## src/rtl/des_key_sched.sv

```systemverilog
// Round-robin arbiter sharing one DES subkey generator between N_REQ requesters.
// The generator is reloaded only when the winner's key/mode differs from the loaded context.
module des_key_sched #(
    parameter int N_REQ   = 2,
    parameter int TIMEOUT = 31
) (
    input  logic                clk,
    input  logic                rst,
    input  logic [N_REQ-1:0]    req,
    input  logic [64*N_REQ-1:0] req_key,
    input  logic [N_REQ-1:0]    req_encrypt,
    input  logic [N_REQ-1:0]    release_i,  // "release" is a reserved word
    output logic [N_REQ-1:0]    gnt,
    output logic                gnt_parity_err,
    output logic                busy,
    output logic                timeout_err,
    output logic                gen_key_en,
    output logic [63:0]         gen_key,
    output logic                gen_encrypt,
    input  logic                gen_valid,
    input  logic                gen_parity_err
);

    localparam int IW = $clog2(N_REQ);
    localparam int CW = $clog2(TIMEOUT + 1);
    localparam logic [N_REQ-1:0] ONE = N_REQ'(1);

    typedef enum logic [2:0] {IDLE, LOAD, WAIT_DROP, WAIT_VALID, GRANT} state_e;

    state_e         state_q;
    logic [IW-1:0]  rr_q, win_q;
    logic [CW-1:0]  cnt_q;
    logic [63:0]    ctx_key_q, gen_key_q;
    logic           ctx_enc_q, ctx_valid_q, par_q;
    logic [N_REQ-1:0] gnt_q;
    logic           gnt_perr_q, timeout_err_q, gen_key_en_q, gen_encrypt_q;

    logic [IW-1:0]  win_d, cand;
    logic           found;
    int unsigned    idx;
    logic [63:0]    sel_key;
    logic           sel_enc, hit, timeout_hit;

    // First requester searching upward from rr+1, wrapping.
    always_comb begin
        found = 1'b0;
        win_d = rr_q;
        idx   = 0;
        cand  = '0;
        for (int unsigned k = 1; k <= N_REQ; k++) begin
            idx  = (int'(rr_q) + k) % N_REQ;
            cand = IW'(idx);
            if (!found && req[cand]) begin
                found = 1'b1;
                win_d = cand;
            end
        end
    end

    assign sel_key     = req_key[{win_d, 6'd0} +: 64];
    assign sel_enc     = req_encrypt[win_d];
    assign hit         = ctx_valid_q && gen_valid && (sel_key == ctx_key_q) && (sel_enc == ctx_enc_q);
    assign timeout_hit = (cnt_q >= CW'(TIMEOUT - 1));

    always_ff @(posedge clk) begin
        if (rst) begin
            state_q       <= IDLE;
            rr_q          <= IW'(N_REQ - 1);
            win_q         <= '0;
            cnt_q         <= '0;
            ctx_key_q     <= '0;
            ctx_enc_q     <= 1'b0;
            ctx_valid_q   <= 1'b0;
            par_q         <= 1'b0;
            gnt_q         <= '0;
            gnt_perr_q    <= 1'b0;
            timeout_err_q <= 1'b0;
            gen_key_en_q  <= 1'b0;
            gen_key_q     <= '0;
            gen_encrypt_q <= 1'b0;
        end else begin
            gen_key_en_q <= 1'b0;
            case (state_q)
                IDLE: begin
                    if (found) begin
                        rr_q  <= win_d;
                        win_q <= win_d;
                        if (hit) begin
                            state_q    <= GRANT;
                            gnt_q      <= ONE << win_d;
                            gnt_perr_q <= par_q;
                        end else begin
                            state_q       <= LOAD;
                            ctx_valid_q   <= 1'b0;
                            gen_key_en_q  <= 1'b1;
                            gen_key_q     <= sel_key;
                            gen_encrypt_q <= sel_enc;
                            ctx_key_q     <= sel_key;
                            ctx_enc_q     <= sel_enc;
                        end
                    end
                end
                LOAD: begin
                    state_q <= WAIT_DROP;
                    cnt_q   <= '0;
                end
                WAIT_DROP: begin
                    cnt_q <= cnt_q + CW'(1);
                    if (!gen_valid) begin
                        state_q <= WAIT_VALID;
                    end else if (timeout_hit) begin
                        state_q       <= IDLE;
                        timeout_err_q <= 1'b1;
                        ctx_valid_q   <= 1'b0;
                    end
                end
                WAIT_VALID: begin
                    cnt_q <= cnt_q + CW'(1);
                    if (gen_valid) begin
                        ctx_valid_q <= 1'b1;
                        par_q       <= gen_parity_err;
                        if (req[win_q]) begin
                            state_q    <= GRANT;
                            gnt_q      <= ONE << win_q;
                            gnt_perr_q <= gen_parity_err;
                        end else begin
                            state_q <= IDLE;
                        end
                    end else if (timeout_hit) begin
                        state_q       <= IDLE;
                        timeout_err_q <= 1'b1;
                        ctx_valid_q   <= 1'b0;
                    end
                end
                GRANT: begin
                    if (release_i[win_q] || !req[win_q]) begin
                        state_q    <= IDLE;
                        gnt_q      <= '0;
                        gnt_perr_q <= 1'b0;
                    end
                end
                default: state_q <= IDLE;
            endcase
        end
    end

    assign gnt            = gnt_q;
    assign gnt_parity_err = gnt_perr_q;
    assign busy           = (state_q != IDLE);
    assign timeout_err    = timeout_err_q;
    assign gen_key_en     = gen_key_en_q;
    assign gen_key        = gen_key_q;
    assign gen_encrypt    = gen_encrypt_q;

endmodule

```

## config.mk

```make
export PLATFORM = sky130hd
export DESIGN_NAME = des_key_sched
export DESIGN_NICKNAME = d
export VERILOG_FILES = /design/src/rtl/des_key_sched.sv
export SDC_FILE = /design/constraint.sdc
export NUM_CORES = 1
export LEC_CHECK = 0
export BUFFER_PORTS_ARGS = -buffer_cell sky130_fd_sc_hd__buf_2
export CELL_PAD_IN_SITES_DETAIL_PLACEMENT = 0
export CELL_PAD_IN_SITES_GLOBAL_PLACEMENT = 2
export CORE_AREA = 2 2 150 152
export DETAILED_ROUTE_END_ITERATION = 16
export DIE_AREA = 0 0 152 154
export PLACE_DENSITY = 0.74
export SYNTH_ARGS = -nofsm -noshare
export SYNTH_HDL_FRONTEND = slang
export SYNTH_SLANG_ARGS = --single-unit
```

## constraint.sdc

```tcl
create_clock -name clk -period 3.13 [get_ports clk]
set_input_delay 0.1565 -clock clk [delete_from_list [all_inputs] [get_ports clk]]
set_output_delay 0.1565 -clock clk [all_outputs]
set_load 0.02 [all_outputs]
```

# ---- Word level (Yosys, flattened, before mapping)
# Cells that the tools add are included.
dict set report totals {
  input_bits 138
  regBits 82
}
dict set report classes {
  n_eq_ne 14
  n_shift 3
  bitwise 3
  n_addsub 3
  mux 46
  magnitude_cmp 5
  n_reduce_logical 22
}
# cell n
set ops {}
lappend ops {{variable part select 128 x 8 -> 64 bit} 1}
lappend ops {{equality test 64 bit} 1}
lappend ops {{2-to-1 mux 1 bit} 28}
lappend ops {{2-to-1 mux 3 bit} 7}
lappend ops {{inequality test 2 bit, second input constant} 8}
lappend ops {{case mux 3 bit (5 select lines)} 1}
lappend ops {{2-to-1 mux 2 bit} 5}
lappend ops {{case mux 5 bit (2 select lines)} 1}
lappend ops {{nonzero test 3 bit} 3}
lappend ops {{less-than comparator 1 x 2 -> 1 bit, second input constant} 4}
lappend ops {{equality test 3 x 2 -> 1 bit, second input constant} 2}
lappend ops {{case mux 1 bit (3 select lines)} 2}
lappend ops {{case mux 2 bit (3 select lines)} 1}
lappend ops {{AND reduction 2 bit} 3}
lappend ops {{AND reduction 3 bit} 2}
lappend ops {{AND reduction 6 bit} 1}
lappend ops {{adder 5 x 1 -> 5 bit, second input constant} 1}
lappend ops {{greater-or-equal comparator 5 bit, second input constant} 1}
lappend ops {{logical AND 1 bit} 4}
lappend ops {{AND reduction 4 bit} 1}
lappend ops {{nonzero test 2 bit} 2}
lappend ops {{left shift 1 x 1 -> 2 bit, first input constant} 2}
lappend ops {{equality test 3 x 1 -> 1 bit, second input constant} 1}
lappend ops {{equality test 3 bit, second input constant} 1}
lappend ops {{other kinds (9)} 13}

# ---- Logic depth before layout (Yosys ltp)
dict set report depth {
  ltp_word 14
  mapped_depth 15
  ltp_nobuf 9
}

# ---- Worst setup path before layout
# OpenSTA, ideal clock, no wires.
dict set report synth_timing {
  kind {flip-flop to flip-flop}
  startpoint {reg rr_q}
  endpoint {reg gen_key_q[30] (netlist: gen_key[30])}
  n_path_buf 3
  t_arrival_ns 3.345
  setup_time_ns 0.116
  stages_incl_launch_ff 13
  slack_ns -0.331
  t_required_ns 3.014
  cell_sequence {dfxtp_1 nand2b_1 buf_2 nand2_4 mux2i_1 a2111o_1 or4_1 or4_1 nor4_4 buf_4 buf_4 nor4_1 a31o_2}
}
dict set report synth_via {
  elab_chain_cells 13
  elab_cells_between_ends 21
  cone_classes {add/sub (2); eq/ne (2); shift (1); mux (10); bitwise (1); reduce/logical (5)}
}
# item line
set synth_lines {}
lappend synth_lines {{start: declaration} 31} ;# logic [IW-1:0] rr_q, win_q;
lappend synth_lines {{start signal: assignment} 68} ;# rr_q <= IW'(N_REQ - 1);
lappend synth_lines {{start signal: assignment} 86} ;# rr_q <= win_d;
lappend synth_lines {{adder 1 bit} 51} ;# idx = (int'(rr_q) + k) % N_REQ;
lappend synth_lines {{2-to-1 mux 1 bit (not written as such) (2 in series)} 53} ;# if (!found && req[cand]) begin
lappend synth_lines {{2-to-1 mux 1 bit} 53}
lappend synth_lines {{zero test 1 bit} 53}
lappend synth_lines {{logical AND 1 bit} 53}
lappend synth_lines {{2-to-1 mux 1 bit} 53}
lappend synth_lines {{variable part select 128 x 8 -> 64 bit / 2-to-1 mux 1 bit (equally long branches)} {60, 61}}
lappend synth_lines {{equality test 64 bit / 2-to-1 mux 1 bit (equally long branches)} {62, 61}}
lappend synth_lines {{logical AND 1 bit / equality test 1 bit (equally long branches)} 62} ;# assign hit = ctx_valid_q && gen_valid && (sel_key == ctx_key_q) && (sel_enc == ctx_enc_q);
lappend synth_lines {{logical AND 1 bit} 62}
lappend synth_lines {{inverter 1 bit (no line)} n/a}
lappend synth_lines {{AND reduction 3 bit (no line)} n/a}
lappend synth_lines {{end signal: assignment} 96} ;# gen_key_q <= sel_key;
lappend synth_lines {{end: declaration} 33} ;# logic [63:0] ctx_key_q, gen_key_q;
# Several ways; a longest one is shown, not always the timed one. The select of a mux whose other input is x is not followed.
# A chain may end at the register's enable or synchronous reset.

# ---- Worst setup path after layout
dict set report layout_timing {
  startpoint {reg rr_q}
  endpoint {reg gen_key_q[24] (netlist: gen_key[24])}
}
# The elaborated chain is that of the path after synthesis.

==> impl_summary.txt <==
----------------------------------------------------
[Yosys]
  Flop and latch count out of synthesis ... 82
  Mean cell area of the mapped netlist ... 8.040 sq um
  Most area-hungry cell type in the Yosys netlist ... dfxtp_1
  Synthesized cell area ... 5379 sq um
  Synthesis warning total ... 0
  Synthesized net count ... 809
  Cell with the most instances after synthesis ... dfxtp_1
  Post-synthesis cell count ... 669
  Asr flop ratio synth ... 0
  Top cell type's share of synthesized area ... 0.3052
  Number of enable-type register cells in the synthesized netlist ... 0
  Most numerous cell types in the synthesized netlist ... dfxtp_1 (82), o21ai_0 (55), a21oi_1 (50), nor4_1 (44), nand3_1 (43)
  Flip-flop cell with the highest count after synthesis ... dfxtp_1
  Count of cell types in the netlist ... 61
  Post-synthesis sequential area ratio ... 0.3052
  Cells taking the most area after synthesis ... dfxtp_1 (31%), a31o_1 (6.0%), mux2i_1 (6.0%)

[Finish]
  Post-layout instance count excluding filler cells ... 1,239
  Utilization after layout ... 0.3769
  Share of cells above drive strength 1 ... 0.3996
  Area growth, synth to finish ... 51.99%
  Number of nets in the layout ... 1,091

[Placed design]
  Final estimated routing congestion in global placement ... 0.8695
  Number of cells after detailed placement ... 1,210
  Total of buffers placed on input and output ports ... 208
  Detailed placer's ending HPWL ... 18,770 microns

[Clocking]
  Total number of clock tree sinks ... 82
  CTS Root Cell ... clkbuf_16
  Clock slew at the register clock pins of the worst setup and hold paths ... 0.06 ns
  Skew-Pair Late Insertion Delay ... 0.35 ns
  TritonCTS clock tree ... yes
  Largest buffer count on any clock path ... 2
  CTS buffer count ... 9
  Max H-tree Level ... 3

[Global routing]
  Pin count of the biggest net entering global routing ... 88
  Final global-route overflow total ... 0
  Number of antenna violations at the first check in global routing ... 5
  Vias in the first global route ... 6,344
  Global-route wire length before repair ... 37,630 microns
  Total global-route track usage ... 0.2052

[Timing]
  Final clock period utilization by the worst path ... 1.084
  Max frequency ... 294.7 MHz
  Slew HR ... 0.2819
  Final worst path period need ... 3.393 ns
  Number of hold-slack violations in the final timing report ... 0
  Setup repair after global routing missed its margin ... yes
  Worst setup slack after layout ... -0.2631 ns
  Max-slew violation total from the final report ... 0
  Actual slew at the worst max-slew pin ... 1.073 ns
  Final setup violation count ... 71
  Skew final ... 0.007366 ns

[Floorplanning]
  Core area ... 21,690 sq um
  Initial Util ... 0.2480
  # rows ... 54
  Vertical extent of the die ... 154 microns
  Floorplan die area ... 23,410 sq um
  Io pins ... 209
  Overall die width ... 152 microns

[Setup path]
  Start point of the critical path ... rr_q$_SDFFE_PP1P_
  Maximum fanout along the worst path ... 10
  Critical path class ... flip-flop to flip-flop
  Startpoint type of the worst setup path ... flip-flop
  Critical Path Sink Type ... flip-flop
  Worst endpoint required time ... 3.37 ns
  Worst Path Arrival ... 3.63 ns
  Reg2reg start ... rr_q$_SDFFE_PP1P_

[Flow run]
  Max-Cap Viols ... 0

[Drt]
  Number of iterations in the first detailed-routing pass ... 5
  Vias post-DR ... 6,531
  Number of nets with antenna violations after detailed routing ... 0
  Starting DRT DRC Count ... 437
  Avg WL per Cell ... 20.09 microns
  # DRC ... 0
  Routed via count divided by cell count ... 5.271
  Detailed-route wire length ... 24,900 microns

[Worst hold path]
  Worst min-delay path class ... primary input to flip-flop
  Hold Crit Start ... gen_parity_err

[Power]
  Cell area power density ... 525.0 nW/um^2
  Worst IR Drop VDD ... 0.0002777 V
  Leakage power summed over all cells ... 0.003672 uW

[Run status]
  Run status ... complete, but fails checks
  Failing checks ... setup timing

----------------------------------------------------
power breakdown:
part	internal (uW)	switching (uW)	leakage (uW)	total, uW
registers	1170	156	0.000674	1330
clock network	780	462	0.000160	1240
logic	778	941	0.00284	1720
total	2730	1560	0.00367	4290
cell usage in the layout, fill, tap and decap left out, drive strengths merged, types with 3 or more instances in the layout:
cell,instances
a2111oi,8
a211o,15
a211oi,10
a21boi,3
a21o,4
a21oi,50
a221o,3
a221oi,3
a22oi,5
a31o,41
and2,11
and2b,3
and3,18
buf,326
bufinv,3
clkbuf,13
dfxtp,82
diode,3
inv,17
mux2,9
mux2i,32
nand2,18
nand2b,11
nand3,43
nand4,7
nor2,32
nor2b,9
nor3,9
nor3b,4
nor4,45
o2111ai,5
o21ai,55
o221ai,5
o22ai,14
or3,3
or4,3
xnor2,10
xor2,4
metal layers:
metal / up-vias / share of wire / global-route usage / wire length, microns
li1: 3166 / - / - / -
met1: 3107 / 0.46 / 0.2775 / 11420
met2: 222 / 0.46 / 0.3265 / 11440
met3: 32 / 0.060 / 0.04115 / 1482
met4: 4 / 0.021 / 0.06987 / 512
met5: - / 0.0013 / 0 / 33
through the flow:
step                      hold slack [ns]  setup TNS, ns  instance area (sq um)  worst slack (ns)  total power [uW]
final                             0.06157         -13.70                   8175           -0.2631              4292
after global routing               0.1024         -19.93                   8175           -0.3387              4522
after CTS                         0.05484         -11.47                   8095           -0.2314              4297
after detailed placement           0.4205         -23.14                   7526           -0.4180              2968
after global placement             0.4147         -20.53                   7526           -0.3792              2966
after floorplan                    0.3004              0                   5451          0.001393              2220
flip-flops by register name, summed over array words and instances, names as in the netlist:
signal          cells
gen_encrypt         1
timeout_err         1
gen_key_en          1
gnt                 2
cnt_q               5
ctx_valid_q         1
gen_key            64
state_q             3
par_q               1
rr_q                1
gnt_parity_err      1
win_q               1
kinds of logic after synthesis:
logic type,after synthesis,synth area share
compound gates,237,0.3026
flops,82,0.3052
xor+xnor,14,0.02279
fa+ha+maj,2,0.004652
mux,41,0.07839
buf+inv,76,0.06234
simple gates,217,0.2240
critical path, stage by stage, from the launching register on:
cell and delay [ns]:
dfxtp_4 0.39, nand2b_4 0.20, buf_8 0.13, nand3_2 0.08, and3_1 0.18, a2111o_1 0.38, or4_1 0.41, or4_4 0.56
nor4_4 0.24, buf_6 0.19, buf_6 0.11, buf_12 0.12, nor4_1 0.05, a31o_2 0.25
repair_timing:
action                                  CTS  global route
hold buffers                              0             0
endpoints found under the setup margin   72            72
gates resized for setup                  44            11
setup buffers                             6             0
gates cloned                              2             2
pin swaps                                 5             6
final timing paths:
check | end | slack, ns | cells after the start
setup reg to reg | gen_key[24]$_SDFFE_PP0P_ | -0.26 | 13
hold / removal | par_q$_SDFFE_PP0P_ | 0.06 | 3
hold reg to reg | gnt_parity_err$_SDFFE_PP0P_ | 0.46 | 2
setup / recovery | gen_key[24]$_SDFFE_PP0P_ | -0.26 | 13
area by class of cell:
cell class	instances	area (sq um)
clock buffer	11	232.7
tap	280	350.3
timing repair buffer	328	2188
fill	2300	13510
antenna	3	7.507
sequential	82	1645
inverter	18	67.56
clock inverter	5	102.6
multi-input combinational	512	3581
Note: power is estimated with default switching activity, not from simulation.
